==> src/rtl/alu_op_sequencer.sv <==
// alu_op_sequencer: requester-side driver for an 8-bit combinational ALU.
// Tagged requests are queued in a small FIFO and executed one at a time.
// The sequencer drives the operands, waits ALU_LAT extra cycles, and
// captures the ALU outputs. It then presents them in order on a valid/ready
// response port and keeps saturating activity counters.
module alu_op_sequencer #(
    parameter int DATA_W     = 8,
    parameter int OP_W       = 3,
    parameter int TAG_W      = 4,
    parameter int FIFO_DEPTH = 4,
    parameter int ALU_LAT    = 0
) (
    input  logic              clk_i,
    input  logic              rst_i,
    input  logic              req_valid_i,
    output logic              req_ready_o,
    input  logic [DATA_W-1:0] req_rs_i,
    input  logic [DATA_W-1:0] req_rt_i,
    input  logic [OP_W-1:0]   req_opcode_i,
    input  logic [TAG_W-1:0]  req_tag_i,
    output logic [DATA_W-1:0] rs_o,
    output logic [DATA_W-1:0] rt_o,
    output logic [OP_W-1:0]   opcode_o,
    input  logic [DATA_W-1:0] alu_result_i,
    input  logic              set_i,
    input  logic              zero_i,
    output logic              rsp_valid_o,
    input  logic              rsp_ready_i,
    output logic [DATA_W-1:0] rsp_result_o,
    output logic              rsp_set_o,
    output logic              rsp_zero_o,
    output logic [TAG_W-1:0]  rsp_tag_o,
    output logic              busy_o,
    output logic [15:0]       op_count_o,
    output logic [15:0]       zero_count_o
);

    localparam int PTR_W = (FIFO_DEPTH > 1) ? $clog2(FIFO_DEPTH) : 1;
    localparam int CNT_W = PTR_W + 1;
    localparam int ENT_W = 2 * DATA_W + OP_W + TAG_W;
    localparam logic [CNT_W-1:0] CNT_FULL = CNT_W'(FIFO_DEPTH);
    localparam logic [CNT_W-1:0] CNT_ZERO = {CNT_W{1'b0}};
    localparam logic [CNT_W-1:0] CNT_ONE  = CNT_W'(1);
    localparam logic [PTR_W-1:0] PTR_ONE  = PTR_W'(1);
    localparam logic [1:0]       LAT_LOAD = 2'(ALU_LAT);
    localparam logic [15:0]      CNT_SAT  = 16'hFFFF;

    typedef enum logic [1:0] {
        ST_IDLE = 2'b00,
        ST_EXEC = 2'b01,
        ST_HOLD = 2'b10
    } state_t;

    // request queue
    logic [ENT_W-1:0] fifo_mem_r [FIFO_DEPTH];
    logic [PTR_W-1:0] wr_ptr_r;
    logic [PTR_W-1:0] rd_ptr_r;
    logic [CNT_W-1:0] count_r;
    logic [CNT_W-1:0] count_next_s;

    // control
    state_t           state_r;
    logic [1:0]       wait_r;
    logic             ready_r;
    logic             busy_r;
    logic             full_s;
    logic             push_s;
    logic             pop_s;
    logic             rsp_hs_s;
    logic             busy_next_s;

    // head-of-queue fields
    logic [ENT_W-1:0]  head_s;
    logic [DATA_W-1:0] head_rs_s;
    logic [DATA_W-1:0] head_rt_s;
    logic [OP_W-1:0]   head_op_s;
    logic [TAG_W-1:0]  head_tag_s;

    // operand and response registers
    logic [DATA_W-1:0] rs_r;
    logic [DATA_W-1:0] rt_r;
    logic [OP_W-1:0]   op_r;
    logic [TAG_W-1:0]  tag_r;
    logic              rsp_valid_r;
    logic [DATA_W-1:0] rsp_result_r;
    logic              rsp_set_r;
    logic              rsp_zero_r;
    logic [TAG_W-1:0]  rsp_tag_r;
    logic [15:0]       op_cnt_r;
    logic [15:0]       zero_cnt_r;

    // Handshake qualifiers, queue occupancy lookahead and next busy state
    always_comb begin
        full_s     = (count_r == CNT_FULL);
        push_s     = req_valid_i & ~full_s;
        rsp_hs_s   = (state_r == ST_HOLD) & rsp_ready_i;
        pop_s      = (count_r != CNT_ZERO) & ((state_r == ST_IDLE) | rsp_hs_s);
        head_s     = fifo_mem_r[rd_ptr_r];
        head_rs_s  = head_s[ENT_W-1 -: DATA_W];
        head_rt_s  = head_s[ENT_W-DATA_W-1 -: DATA_W];
        head_op_s  = head_s[TAG_W+OP_W-1 -: OP_W];
        head_tag_s = head_s[TAG_W-1:0];

        count_next_s = count_r;
        case ({push_s, pop_s})
            2'b10:   count_next_s = count_r + CNT_ONE;
            2'b01:   count_next_s = count_r - CNT_ONE;
            default: count_next_s = count_r;
        endcase

        busy_next_s = 1'b0;
        case (state_r)
            ST_IDLE: busy_next_s = pop_s;
            ST_EXEC: busy_next_s = 1'b1;
            ST_HOLD: busy_next_s = ~rsp_ready_i | pop_s;
            default: busy_next_s = 1'b0;
        endcase
        busy_next_s = busy_next_s | (count_next_s != CNT_ZERO);
    end

    // Queue storage: written on an accepted request, never cleared
    always_ff @(posedge clk_i) begin
        if (push_s) begin
            fifo_mem_r[wr_ptr_r] <= {req_rs_i, req_rt_i, req_opcode_i, req_tag_i};
        end
    end

    // Queue pointers, occupancy and the registered ready/busy outputs
    always_ff @(posedge clk_i) begin
        if (rst_i) begin
            wr_ptr_r <= {PTR_W{1'b0}};
            rd_ptr_r <= {PTR_W{1'b0}};
            count_r  <= CNT_ZERO;
            ready_r  <= 1'b1;
            busy_r   <= 1'b0;
        end else begin
            if (push_s) begin
                wr_ptr_r <= wr_ptr_r + PTR_ONE;
            end
            if (pop_s) begin
                rd_ptr_r <= rd_ptr_r + PTR_ONE;
            end
            count_r <= count_next_s;
            ready_r <= (count_next_s != CNT_FULL);
            busy_r  <= busy_next_s;
        end
    end

    // Execution FSM: issue operands, wait for the ALU, hold the response
    always_ff @(posedge clk_i) begin
        if (rst_i) begin
            state_r      <= ST_IDLE;
            wait_r       <= 2'd0;
            rs_r         <= {DATA_W{1'b0}};
            rt_r         <= {DATA_W{1'b0}};
            op_r         <= {OP_W{1'b0}};
            tag_r        <= {TAG_W{1'b0}};
            rsp_valid_r  <= 1'b0;
            rsp_result_r <= {DATA_W{1'b0}};
            rsp_set_r    <= 1'b0;
            rsp_zero_r   <= 1'b0;
            rsp_tag_r    <= {TAG_W{1'b0}};
            op_cnt_r     <= 16'd0;
            zero_cnt_r   <= 16'd0;
        end else begin
            case (state_r)
                ST_IDLE: begin
                    if (pop_s) begin
                        rs_r    <= head_rs_s;
                        rt_r    <= head_rt_s;
                        op_r    <= head_op_s;
                        tag_r   <= head_tag_s;
                        wait_r  <= LAT_LOAD;
                        state_r <= ST_EXEC;
                    end
                end
                ST_EXEC: begin
                    if (wait_r == 2'd0) begin
                        rsp_result_r <= alu_result_i;
                        rsp_set_r    <= set_i;
                        rsp_zero_r   <= zero_i;
                        rsp_tag_r    <= tag_r;
                        rsp_valid_r  <= 1'b1;
                        state_r      <= ST_HOLD;
                    end else begin
                        wait_r <= wait_r - 2'd1;
                    end
                end
                ST_HOLD: begin
                    if (rsp_ready_i) begin
                        rsp_valid_r <= 1'b0;
                        if (op_cnt_r != CNT_SAT) begin
                            op_cnt_r <= op_cnt_r + 16'd1;
                        end
                        if (rsp_zero_r && (zero_cnt_r != CNT_SAT)) begin
                            zero_cnt_r <= zero_cnt_r + 16'd1;
                        end
                        // back-to-back issue: no IDLE bubble when work is queued
                        if (pop_s) begin
                            rs_r    <= head_rs_s;
                            rt_r    <= head_rt_s;
                            op_r    <= head_op_s;
                            tag_r   <= head_tag_s;
                            wait_r  <= LAT_LOAD;
                            state_r <= ST_EXEC;
                        end else begin
                            state_r <= ST_IDLE;
                        end
                    end
                end
                default: begin
                    state_r     <= ST_IDLE;
                    rsp_valid_r <= 1'b0;
                end
            endcase
        end
    end

    assign req_ready_o  = ready_r;
    assign busy_o       = busy_r;
    assign rs_o         = rs_r;
    assign rt_o         = rt_r;
    assign opcode_o     = op_r;
    assign rsp_valid_o  = rsp_valid_r;
    assign rsp_result_o = rsp_result_r;
    assign rsp_set_o    = rsp_set_r;
    assign rsp_zero_o   = rsp_zero_r;
    assign rsp_tag_o    = rsp_tag_r;
    assign op_count_o   = op_cnt_r;
    assign zero_count_o = zero_cnt_r;

endmodule

==> config.mk <==
export PLATFORM = sky130hd
export DESIGN_NAME = alu_op_sequencer
export DESIGN_NICKNAME = d
export VERILOG_FILES = /design/src/rtl/alu_op_sequencer.sv
export SDC_FILE = /design/constraint.sdc
export NUM_CORES = 1
export LEC_CHECK = 0
export CAP_MARGIN = 20
export CORE_MARGIN = 4
export CORE_UTILIZATION = 30
export DETAILED_ROUTE_END_ITERATION = 8
export PLACE_DENSITY_LB_ADDON = 0.3
export SKIP_LAST_GASP = 1
export SLEW_MARGIN = 20
export SYNTH_ARGS = -nofsm -noshare
export SYNTH_HDL_FRONTEND = slang
export SYNTH_SLANG_ARGS = --single-unit
==> constraint.sdc <==
create_clock -name clk_i -period 7 [get_ports clk_i]
set_input_delay 1.75 -clock clk_i [delete_from_list [all_inputs] [get_ports clk_i]]
set_output_delay 1.75 -clock clk_i [all_outputs]
set_load 0.02 [all_outputs]
**Word-level counts from Yosys, hierarchy flattened**

Memory sizes are Yosys's and may differ from the RTL's. A register that Yosys moved wholly into a read port is not among the register bits.
Index checks and enable logic that the tools add are counted.

- Flip-flop bits (word level): 83
- RAM bits: 92
- Input port bits: 37
- Output and inout port bits: 68
- Word-level logic and storage cells: 91
- Memories: 1

Memories:

| name | words | width | read ports | clocked after memory_dff | wr ports | line | text |
|---|---|---|---|---|---|---|---|
| fifo_mem_r | 4 | 23 | 1 | 1 | 1 | 55 | `logic [ENT_W-1:0] fifo_mem_r [FIFO_DEPTH];` |

- Add/subtract/negate cells: 7
- Equality and inequality tests: 12
- Muxes and demuxes: 30
- Bitwise logic cells: 9
- Reductions and logical operators: 14

Operator list:

| kind | number |
|---|---|
| 16-bit by 1-bit adder with 16-bit output, second input constant | 2 |
| 8-bit 2-to-1 mux | 4 |
| 16-bit inequality test, second input constant | 2 |
| 8-bit case mux with 2 select lines | 2 |
| 2-bit 2-to-1 mux | 8 |
| 3-bit AND reduction | 5 |
| 2-bit case mux with 3 select lines | 2 |
| 3-bit case mux with 2 select lines | 2 |
| 3-bit nonzero test | 3 |
| 4-bit 2-to-1 mux | 2 |
| 2-bit inequality test, second input constant | 4 |
| 4-bit case mux with 2 select lines | 1 |
| 3-bit 2-to-1 mux | 2 |
| 1-bit case mux with 3 select lines | 2 |
| 1-bit 2-to-1 mux | 5 |
| 2-bit by 1-bit adder with 2-bit output, second input constant | 2 |
| 2-bit by 1-bit equality test with 1-bit output, second input constant | 2 |
| 2-bit equality test, second input constant | 2 |
| 2-bit zero test | 2 |
| 2-bit AND reduction | 2 |
| 3-bit by 1-bit adder with 3-bit output, second input constant | 1 |
| 1-bit bitwise AND | 3 |
| 3-bit equality test, second input constant | 1 |
| 3-bit inequality test, second input constant | 1 |
| 6 further kinds | 10 |

**Longest topological paths before layout**

Gate-level depths: netlist of the first run.

- Depth after elaboration: 8
- Gate-level depth with buffers: 10
- Depth with buffers taken out: 9

**Least setup slack after synthesis of the first run**

Ideal clock, no wire load.

- Kind: in2reg
- Start: in rsp_ready_i
- End: reg ready_r, in the netlist req_ready_o
- Setup time: 0.127 ns
- Arrival: 3.543 ns
- Required time: 6.873 ns
- Setup slack: 3.330 ns
- Cell stages on the path: 10
- Path buffers: 1
- Cells stage by stage: nor2b_2 > or3_1 > clkinv_1 > buf_2 > ha_1 > fa_1 > xnor2_1 > nor2_1 > xnor2_1 > or3_1

- Longest elaborated chain between the ends: 6
- Elaborated cells between the ends (all ways): 7
- Classes of those cells: eq/ne (3); mux (1); bitwise (3)

Ends and longest elaborated chain:

| element | line | text |
|---|---|---|
| start: declaration | 28 | `input logic rsp_ready_i,` |
| 1-bit bitwise AND (*) | 96 | `rsp_hs_s = (state_r == ST_HOLD) & rsp_ready_i;` |
| 1-bit bitwise OR (*) | 97 | `pop_s = (count_r != CNT_ZERO) & ((state_r == ST_IDLE) \| rsp_hs_s);` |
| 1-bit bitwise AND (*) | 97 |  |
| via pop_s | 68 | `logic pop_s;` |
| 2-bit by 1-bit equality test with 1-bit output / 2-bit equality test (equally long branches) | 105 | `case ({push_s, pop_s})` |
| 3-bit case mux with 2 select lines (*) | 105 |  |
| 3-bit inequality test (*) | 144 | `ready_r <= (count_next_s != CNT_FULL);` |
| end signal: assignment | 144 |  |
| end: declaration | 64 | `logic ready_r;` |

Mark *: on every way through the listed nets, which the timed path passes. The rest lies on a longest branch.
A chain may end at the register's enable or synchronous reset.

**Final worst setup path of the first run**

- Start: in rsp_ready_i
- End: reg ready_r, in the netlist req_ready_o

- Longest elaborated chain between the ends: 6
- Elaborated cells between the ends (all ways): 7
- Classes of those cells: eq/ne (3); mux (1); bitwise (3)

Ends and longest elaborated chain:

| element | line |
|---|---|
| 1-bit bitwise AND (*) | 96 |
| 1-bit bitwise OR (*) | 97 |
| 1-bit bitwise AND (*) | 97 |
| 2-bit by 1-bit equality test with 1-bit output / 2-bit equality test (equally long branches) | 105 |
| 3-bit case mux with 2 select lines (*) | 105 |
| 3-bit inequality test (*) | 144 |

Mark *: on every way between the ends. The rest lies on a longest branch, timed or not.

==> impl_metrics.yaml, run 1 <==
outcome:
  outcome: "complete, no violations"
synth:
  synth.distinct_cells: 54
  netlist_area_mm2: 0.00704
  synthArstFlopShare_pct: 0
  synth_edf_count: 92
  yosys_warnings: 0
  ys.flop_type: "edfxtp_1"
  synth_seq_area_share_pct: 63.4
  synth_cells: 560
  syn_area_per_cell_um2: 12.6
  syn_nets: 606
  synth_seq_cells: 177
clocking:
  htree_levels: 4
  cts_buffer_depth: 2
  post_cts_buffers: 0
  cts_buffers: 17
  cts_hold_buffers: 0
  cts_sinks: 177
  root_buffer: "clkbuf_16"
  cts_tree: "done"
  cts_resized: 0
  clkTransAtPathRegs_ps: 70
  worst_skew_pair.late_latency_ps: 430
finish:
  drive_gt1_share_pct: 12.4
  fillers: 2186
  area_growth_pct: 27.0
  fin_cells: 989
  nets: 709
  antennaDiodeCount: 0
timing:
  hold_violations: 0
  worstMarginPinSlew_ps: 1030
  min_period_over_period_pct: 69.8
  report.final.slew_viol_count: 0
  period_minus_slack_ps: 4890
  relSlewSlack_pct: 31.2
  skew_ps: 10.2
  finalSetupTns_ps: 0
  fmax_ghz: 0.205
  rsz0062_at_grt: "no"
  setup_violations: 0
routing:
  wl_per_cell_um: 15.5
  vias_per_cell: 4.73
  drt-pass1-iter-count: 4
  vias: 4680
  wirelength_um: 15300
  ant_nets: 0
  post-route-drc-count: 0
  drt-initial-drc-count: 236
power_and_ir_drop:
  seqPwrFrac_pct: 45.7
  p_sw_share_pct: 31.0
  power_density_mw_per_mm2: 332
  p_comb_share_pct: 24.3
  p_switching_w: 0.000919
  power_frac_clock_pct: 30.0
  p_int_w: 0.00204
  p_leak_nw: 2.96
  vdd_drop_max_mv: 0.205
  power_w: 0.00296
setup_path:
  start_kind: "input port"
  path_class: "in -> reg"
  cpMaxStageDelayCell: "clkinv_1"
  path_max_fanout: 29
  regToRegSetupSlack_ps: 3400
  endpoint_kind: "register"
  slowest_delay_ps: 730
  cp_data_arrival_time_ps: 5190
  critPathRequiredTime_ps: 7300
  path_cells: "clkdlybuf4s50_1, nor2b_2, or3_1, buf_4, clkinv_1, ha_1, fa_1, xnor2_1, nor2_1, xnor2_1, or3_1"
grt:
  grtUsageTotal_pct: 11.9
  grt_overflow: 0
  grt_pass1_vias: 4670
  grt_pass1_wl_um: 24400
  antenna_found_initial: 0
  grt_max_degree: 100
floorplanning:
  ios: 105
  fp.coreArea_mm2: 0.0228
  dieArea_mm2: 0.0260
  die_x_um: 161
  fp-row-count: 55
  start_util_pct: 30.8
  dieHeight_um: 161
place:
  hpwlAfterDp_um: 9900
  port_buffers: 104
  routabilityCongestion: 0.739
  place_inst: 957
min_path:
  holdCritPathClass: "reg -> reg"
job:
  drv_cap: 0
==> power by group through the flow <==
stage	clock [W]	combinational, W	sequential (W)
after floorplan	0	0.000403	0.00141
after global routing	0.000963	0.000791	0.00138
after global placement	0	0.000720	0.00137
final	0.000889	0.000721	0.00135
after CTS	0.000918	0.000739	0.00136
after detailed placement	0	0.000735	0.00138
==> area by class of cell <==
class | count | area, µm² | share of cell area (%)
multi-input cells | 349 | 2410 | 27.0
clock inverters | 13 | 124 | 1.39
flip-flops and latches | 177 | 4470 | 50.0
well taps | 313 | 392 | 4.38
repair buffers | 110 | 1080 | 12.1
clock buffers | 19 | 433 | 4.84
inverters | 8 | 30.0 | 0.336
==> registers in the layout, summed over array words and instances, names as in the netlist, named ones only <==
register	count
busy_o	1
count_r	3
fifo_mem_r	92
op_count_o	16
opcode_o	3
rd_ptr_r	2
req_ready_o	1
rs_o	8
rsp_result_o	8
rsp_set_o	1
rsp_tag_o	4
rsp_valid_o	1
rsp_zero_o	1
rt_o	8
state_r	2
tag_r	4
wait_r	2
wr_ptr_r	2
zero_count_o	16
==> placed cells by master, fill, tap and decap left out, types with 3 or more instances in the layout <==
| master | count |
|---|---|
| o31ai_1 | 6 |
| ha_1 | 8 |
| mux2_2 | 12 |
| clkdlybuf4s50_1 | 103 |
| nand2_1 | 85 |
| nor4_1 | 6 |
| o21ai_0 | 8 |
| nor2_1 | 33 |
| inv_6 | 4 |
| dfxtp_1 | 84 |
| clkbuf_16 | 17 |
| mux2i_1 | 4 |
| or4_1 | 5 |
| nor3_1 | 11 |
| and4_1 | 3 |
| nand3_1 | 9 |
| a21oi_1 | 59 |
| xnor2_1 | 4 |
| and3_1 | 4 |
| clkinv_4 | 3 |
| nand2b_1 | 4 |
| and2_1 | 6 |
| or3_1 | 7 |
| inv_8 | 3 |
| nor2b_1 | 13 |
| mux4_2 | 23 |
| edfxtp_1 | 92 |
| inv_1 | 7 |
| buf_4 | 7 |
| nand4_1 | 7 |
==> final timing paths <==
path                                 end                   from  cells past startpoint
setup / recovery  req_ready_o$_SDFF_PP1_            rsp_ready_i                     11
hold / removal      rs_o[2]$_SDFFE_PP0P_   rs_o[2]$_SDFFE_PP0P_                      2
setup reg to reg  req_ready_o$_SDFF_PP1_  count_r[0]$_SDFF_PP0_                     10
hold reg to reg     rs_o[2]$_SDFFE_PP0P_   rs_o[2]$_SDFFE_PP0P_                      2
==> critical path: cells and delay by family <==
| kind | cells | cell delay [ps] |
|---|---|---|
| buffers and inverters | 3 | 1540 |
| and+or+nand+nor | 4 | 650 |
| adders and majority gates | 2 | 920 |
| xor gates and xnor gates | 2 | 310 |
==> synth_stat cells, drive strengths merged (3+ instances only) <==
cell,instances,area [µm²]
a21oi,59,295
and2,8,50.1
and3,4,25.0
and4,3,26.3
buf,11,58.8
clkbuf,14,62.6
dfxtp,85,1700
edfxtp,92,2760
ha,8,100
inv,7,26.3
mux2,12,135
mux2i,4,40.0
mux4,23,518
nand2,86,325
nand2b,4,25.0
nand3,9,45.0
nand4,10,90.1
nor2,33,124
nor2b,14,90.1
nor3,11,55.1
nor4,6,37.5
o21ai,8,40.0
o31ai,6,45.0
or3,8,51.3
or4,5,37.5
xnor2,4,35.0
==> metal layers <==
metal  wire length, µm  global-route usage [%]  vias to the layer above
met5                 0                       0                        -
met4               223                    4.34                        0
met3               900                    3.62                       17
met2              7360                    19.9                      125
met1              6870                    14.7                     2279
li1                  -                       -                     2259
==> kinds of logic (layout without fill, tap and decap cells) <==
| kind of cell | Yosys count | after routing | share of synthesized area, % |
|---|---|---|---|
| buf+inv | 34 | 150 | 2.33 |
| flops | 177 | 177 | 63.4 |
| simple gates | 211 | 211 | 15.2 |
| fa+ha+maj | 9 | 9 | 1.71 |
| mux | 39 | 39 | 9.85 |
| xor+xnor | 6 | 6 | 0.747 |
| compound gates | 84 | 84 | 6.72 |
==> stage by stage <==
stage | area [µm²] | utilization [%] | setup WS [ps] | hold WS [ps]
2_1_floorplan | 7040 | - | 3330 | 432
3_3_place_gp | 8380 | 36.7 | 1630 | 441
3_5_place_dp | 8380 | 36.7 | 1610 | 448
4_1_cts | 8940 | 39.1 | 2030 | 460
5_1_grt | 8940 | 39.1 | 1780 | 472
6_report | 8940 | 39.1 | 2110 | 457
Note: power is estimated with default switching activity, not from simulation.
==> inputs of run 2 (changes only) <==
- clock period: 7 -> 4.9 ns (I/O delays scaled with it)
==> impl_metrics.yaml, run 2 (synthesis results as in run 1) <==
setup_path:
  path_class: "in -> reg"
  endpoint_kind: "register"
  cp_data_arrival_time_ps: 3640
  start_kind: "input port"
  critPathRequiredTime_ps: 5200
  path_max_fanout: 7
clocking:
  worst_skew_pair.late_latency_ps: 420
  cts_hold_buffers: 0
  post_cts_buffers: 0
  htree_levels: 4
  cts_buffers: 17
  root_buffer: "clkbuf_16"
  clkTransAtPathRegs_ps: 70
  cts_sinks: 177
  cts_resized: 0
  cts_tree: "done"
  cts_buffer_depth: 2
finish:
  final_common_cell: "clkdlybuf4s50_1"
  antennaDiodeCount: 0
  area_growth_pct: 27.3
  largest_reg_flops: 92
  drive_gt1_share_pct: 12.7
  fillers: 2220
  final_cell_mix: "clkdlybuf4s50_1, edfxtp_1, nand2_1"
  nets: 710
  regMostFlops: "fifo_mem_r"
power_and_ir_drop:
  power_density_mw_per_mm2: 479
  vdd_drop_max_mv: 0.238
  p_leak_nw: 2.97
timing:
  setup_ws_ps: 1560
  rsz0062_at_grt: "no"
  skew_ps: 10.8
  fmax_ghz: 0.300
  hold_violations: 0
  relSlewSlack_pct: 29.7
  setup_violations: 0
  worstMarginPinSlew_ps: 1050
  min_period_over_period_pct: 68.1
  period_minus_slack_ps: 3340
  report.final.slew_viol_count: 0
  finalSetupTns_ps: 0
routing:
  drt-initial-drc-count: 340
  highest_layer: "met4"
  wl_per_cell_um: 15.8
  wl_met2_um: 7300
  vias_per_cell: 4.79
  vias: 4744
  drt-pass1-iter-count: 4
  wirelength_um: 15600
  wl_met3_um: 820
  ant_nets: 0
  wl_met1_um: 7260
  post-route-drc-count: 0
grt:
  grt_pass1_wl_um: 25200
  grt_overflow: 0
  grt_pass1_vias: 4680
  grtUsageTotal_pct: 12.2
  antenna_found_initial: 0
  grt_max_degree: 100
place:
  routabilityCongestion: 0.738
  hpwlAfterDp_um: 9980
  port_buffers: 104
  place_ws_ps: 1080
floorplanning:
  fp-row-count: 55
  start_util_pct: 30.8
  die_x_um: 161
  dieHeight_um: 161
  fp.coreArea_mm2: 0.0228
  ios: 105
  dieArea_mm2: 0.0260
min_path:
  holdCritPathClass: "reg -> reg"
outcome:
  outcome: "complete, no violations"
job:
  drv_cap: 0
run 2: changes by cell type in the layout (fill, tap and decap cells not counted):
cell and change:
clkinv_8 +1, buf_4 +1, clkbuf_1 -1, inv_6 +2, clkinv_4 -2
run 2: critical path, stage by stage:
cell             delay, ps
clkdlybuf4s50_1        480
a21boi_1               460
inv_1                   90
ha_1                   250
fa_1                   390
xnor2_1                180
nor2_1                  70
xnor2_1                150
or3_1                  340
run 2: report_power, final:
part | internal (W) | total [W] | switching (W)
clock | 0.000678 | 0.00131 | 0.000628
combinational | 0.000475 | 0.00107 | 0.000593
sequential | 0.00178 | 0.00192 | 0.000139
run 2: worst paths after layout:
kind                                             from  slack, ps  cells after the start                endpoint
worst min register to register   rs_o[2]$_SDFFE_PP0P_        450                      2    rs_o[2]$_SDFFE_PP0P_
worst max-delay path                      req_valid_i       1560                      9  req_ready_o$_SDFF_PP1_
worst min-delay path             rs_o[2]$_SDFFE_PP0P_        450                      2    rs_o[2]$_SDFFE_PP0P_
worst max register to register  count_r[0]$_SDFF_PP0_       2320                      9  req_ready_o$_SDFF_PP1_
run 2: metal layers:
| layer | global-route usage, % | vias to the layer above |
|---|---|---|
| li1 | - | 2273 |
| met1 | 16.0 | 2327 |
| met2 | 19.6 | 128 |
| met3 | 3.52 | 16 |
| met4 | 4.03 | 0 |
| met5 | 0 | - |
run 2: layout make-up:
cell class	instances	area (µm²)	share of cell area, %
timing repair buffer	111	1090	12.2
sequential	177	4470	49.8
inverter	8	30.0	0.335
tap	313	392	4.37
clock inverter	14	140	1.56
clock buffer	18	429	4.79
multi-input combinational	349	2410	26.9
run 2: per-stage QoR:
stage | std cells | util [%] | power, W | hold WS (ps) | instance area (µm²)
2_1_floorplan | 560 | - | 0.00259 | 432 | 7040
3_3_place_gp | 958 | 36.7 | 0.00301 | 441 | 8390
3_5_place_dp | 958 | 36.7 | 0.00304 | 449 | 8390
4_1_cts | 990 | 39.2 | 0.00437 | 459 | 8960
5_1_grt | 990 | 39.2 | 0.00454 | 468 | 8960
6_report | 990 | 39.2 | 0.00429 | 455 | 8960
==> RTL edit: new RTL, flow settings as in run 2 <==
Set the parameter `OP_W` to 4 (it was 3).
--- a/src/rtl/alu_op_sequencer.sv
+++ b/src/rtl/alu_op_sequencer.sv
@@ -6,5 +6,5 @@
 module alu_op_sequencer #(
     parameter int DATA_W     = 8,
-    parameter int OP_W       = 3,
+    parameter int OP_W       = 4,
     parameter int TAG_W      = 4,
     parameter int FIFO_DEPTH = 4,
Interface: changed (resized opcode_o and req_opcode_i); port bits go from 105 to 107. No check against the original RTL was run, so the function may have changed too.
==> RTL edit against run 2 <==
Setup slack worse by 0.039 ns. Cell area up 3.4%. Fmax down 1.2%. Via count down 0.13%. Hold slack worse by 0.00098 ns. Wire length up 1.2%. Non-clock buffer count up 2. Sequential cell count up 5. Register-to-register slack worse by 0.07 ns. Area after synthesis up 3.6%. Count of clock-buffer cells in the layout up 1. Total power up 2.7%. Largest cell class unchanged.
==> RTL edit: results <==
set metrics [dict create \
    first_pass_iters 5 \
    ctsResizeCount 0 \
    finClkSkew_ns 0.01011 \
    largest_reg_flops 96 \
    ys_types 55 \
    grt_max_degree 104 \
    die_w_um 163.9 \
    status "completed" \
    synth_area_leaders "edfxtp_1 (40%), dfxtp_1 (24%), mux4_2 (7.4%)" \
    layout-drive-gt1-share_pct 12.97 \
    max-vdd-ir-drop_mv 0.2560 \
    fillCellCount 2310 \
    syn-num-nets 624 \
    cp_max_fo 30 \
    dr_wl_met2_mm 7.216 \
    grt_pass1_wl_mm 25.11 \
    grt_util_met2_pct 19.17 \
    portBuffers 106 \
    fin_nets 728 \
    post_dp_cell_area_um2 8676 \
    drtIter0Drc 306 \
    cts_setup_buffers 0 \
    hold_depth 2 \
    crit_family "buffers and inverters" \
    gp_congestion 0.7416 \
    dp_hpwl_mm 9.849 \
    clockRootBuffer "clkbuf_16" \
    p_leak_nw 3.100 \
    wirelength_mm 15.79 \
    m1WireLength_mm 7.619 \
    synth_edf_count 96 \
    met3_usage_pct 3.187 \
    numCtsBuffers 17 \
    grt_usage_pct 11.93 \
    met1_usage_pct 16.18 \
    r2r_cells 10 \
    async_flop_share_pct 0 \
    wl_met3_um 875 \
    vias_per_cell 4.677 \
    antenna_found_initial 0 \
    grt_pass1_vias 4663 \
    synth_common_cells "edfxtp_1 (96), nand2_1 (90), dfxtp_1 (86)" \
    yosysSeqAreaShare_pct 63.15 \
    maxSlewHeadroom_pct 36.84 \
]
## RTL edit: cell types whose count changed in the layout (fill, tap and decap cells not counted), moves of 3 or more
cell	before	now
a21oi_1	59	64
and3_1	4	1
edfxtp_1	92	96
inv_6	6	2
inv_8	3	6
mux2_1	0	5
nand2_1	85	90
nor3_1	11	6
## RTL edit: stage by stage
stage               setup WS [ns]  cells  utilization (%)  power (mW)  hold WS (ns)
global placement            1.102    981            36.63       3.110        0.4418
global route                1.326   1013            39.12       4.662        0.4772
floorplan                   1.788    577                -       2.672        0.4321
detailed placement          1.083    981            36.63       3.124        0.4462
finish                      1.522   1013            39.12       4.411        0.4538
CTS                         1.524   1013            39.10       4.481        0.4564
## RTL edit: cell families after synthesis
kind of cell	share of synthesized area, %
AOI/OAI and AO/OA	6.968
xor gates and xnor gates	0.6006
adders and majority gates	1.648
buffers and inverters	2.197
DFF	63.15
muxes	10.42
and+or+nand+nor	15.02
## RTL edit: cell type report
type,instances,area (um^2),share of cell area [%]
clock inverters,13,131.4,1.418
clock buffers,19,452.9,4.889
well taps,319,399.1,4.308
flip-flops and latches,182,4606,49.72
inverters,9,33.78,0.3647
multi-input cells,358,2526,27.27
repair buffers,113,1115,12.03
## RTL edit: worst paths after layout
kind	from	end	slack, ns
max reg2reg	count_r[0]$_SDFF_PP0_	req_ready_o$_SDFF_PP1_	2.25
max	rsp_ready_i	req_ready_o$_SDFF_PP1_	1.52
min	rsp_result_o[0]$_SDFFE_PP0P_	rsp_result_o[0]$_SDFFE_PP0P_	0.45
min reg2reg	rsp_result_o[0]$_SDFFE_PP0P_	rsp_result_o[0]$_SDFFE_PP0P_	0.45
## RTL edit: power breakdown
group	switching (mW)	internal, mW
Sequential	0.153	1.83
Clock	0.637	0.706
Combinational	0.593	0.489
Total	1.38	3.03
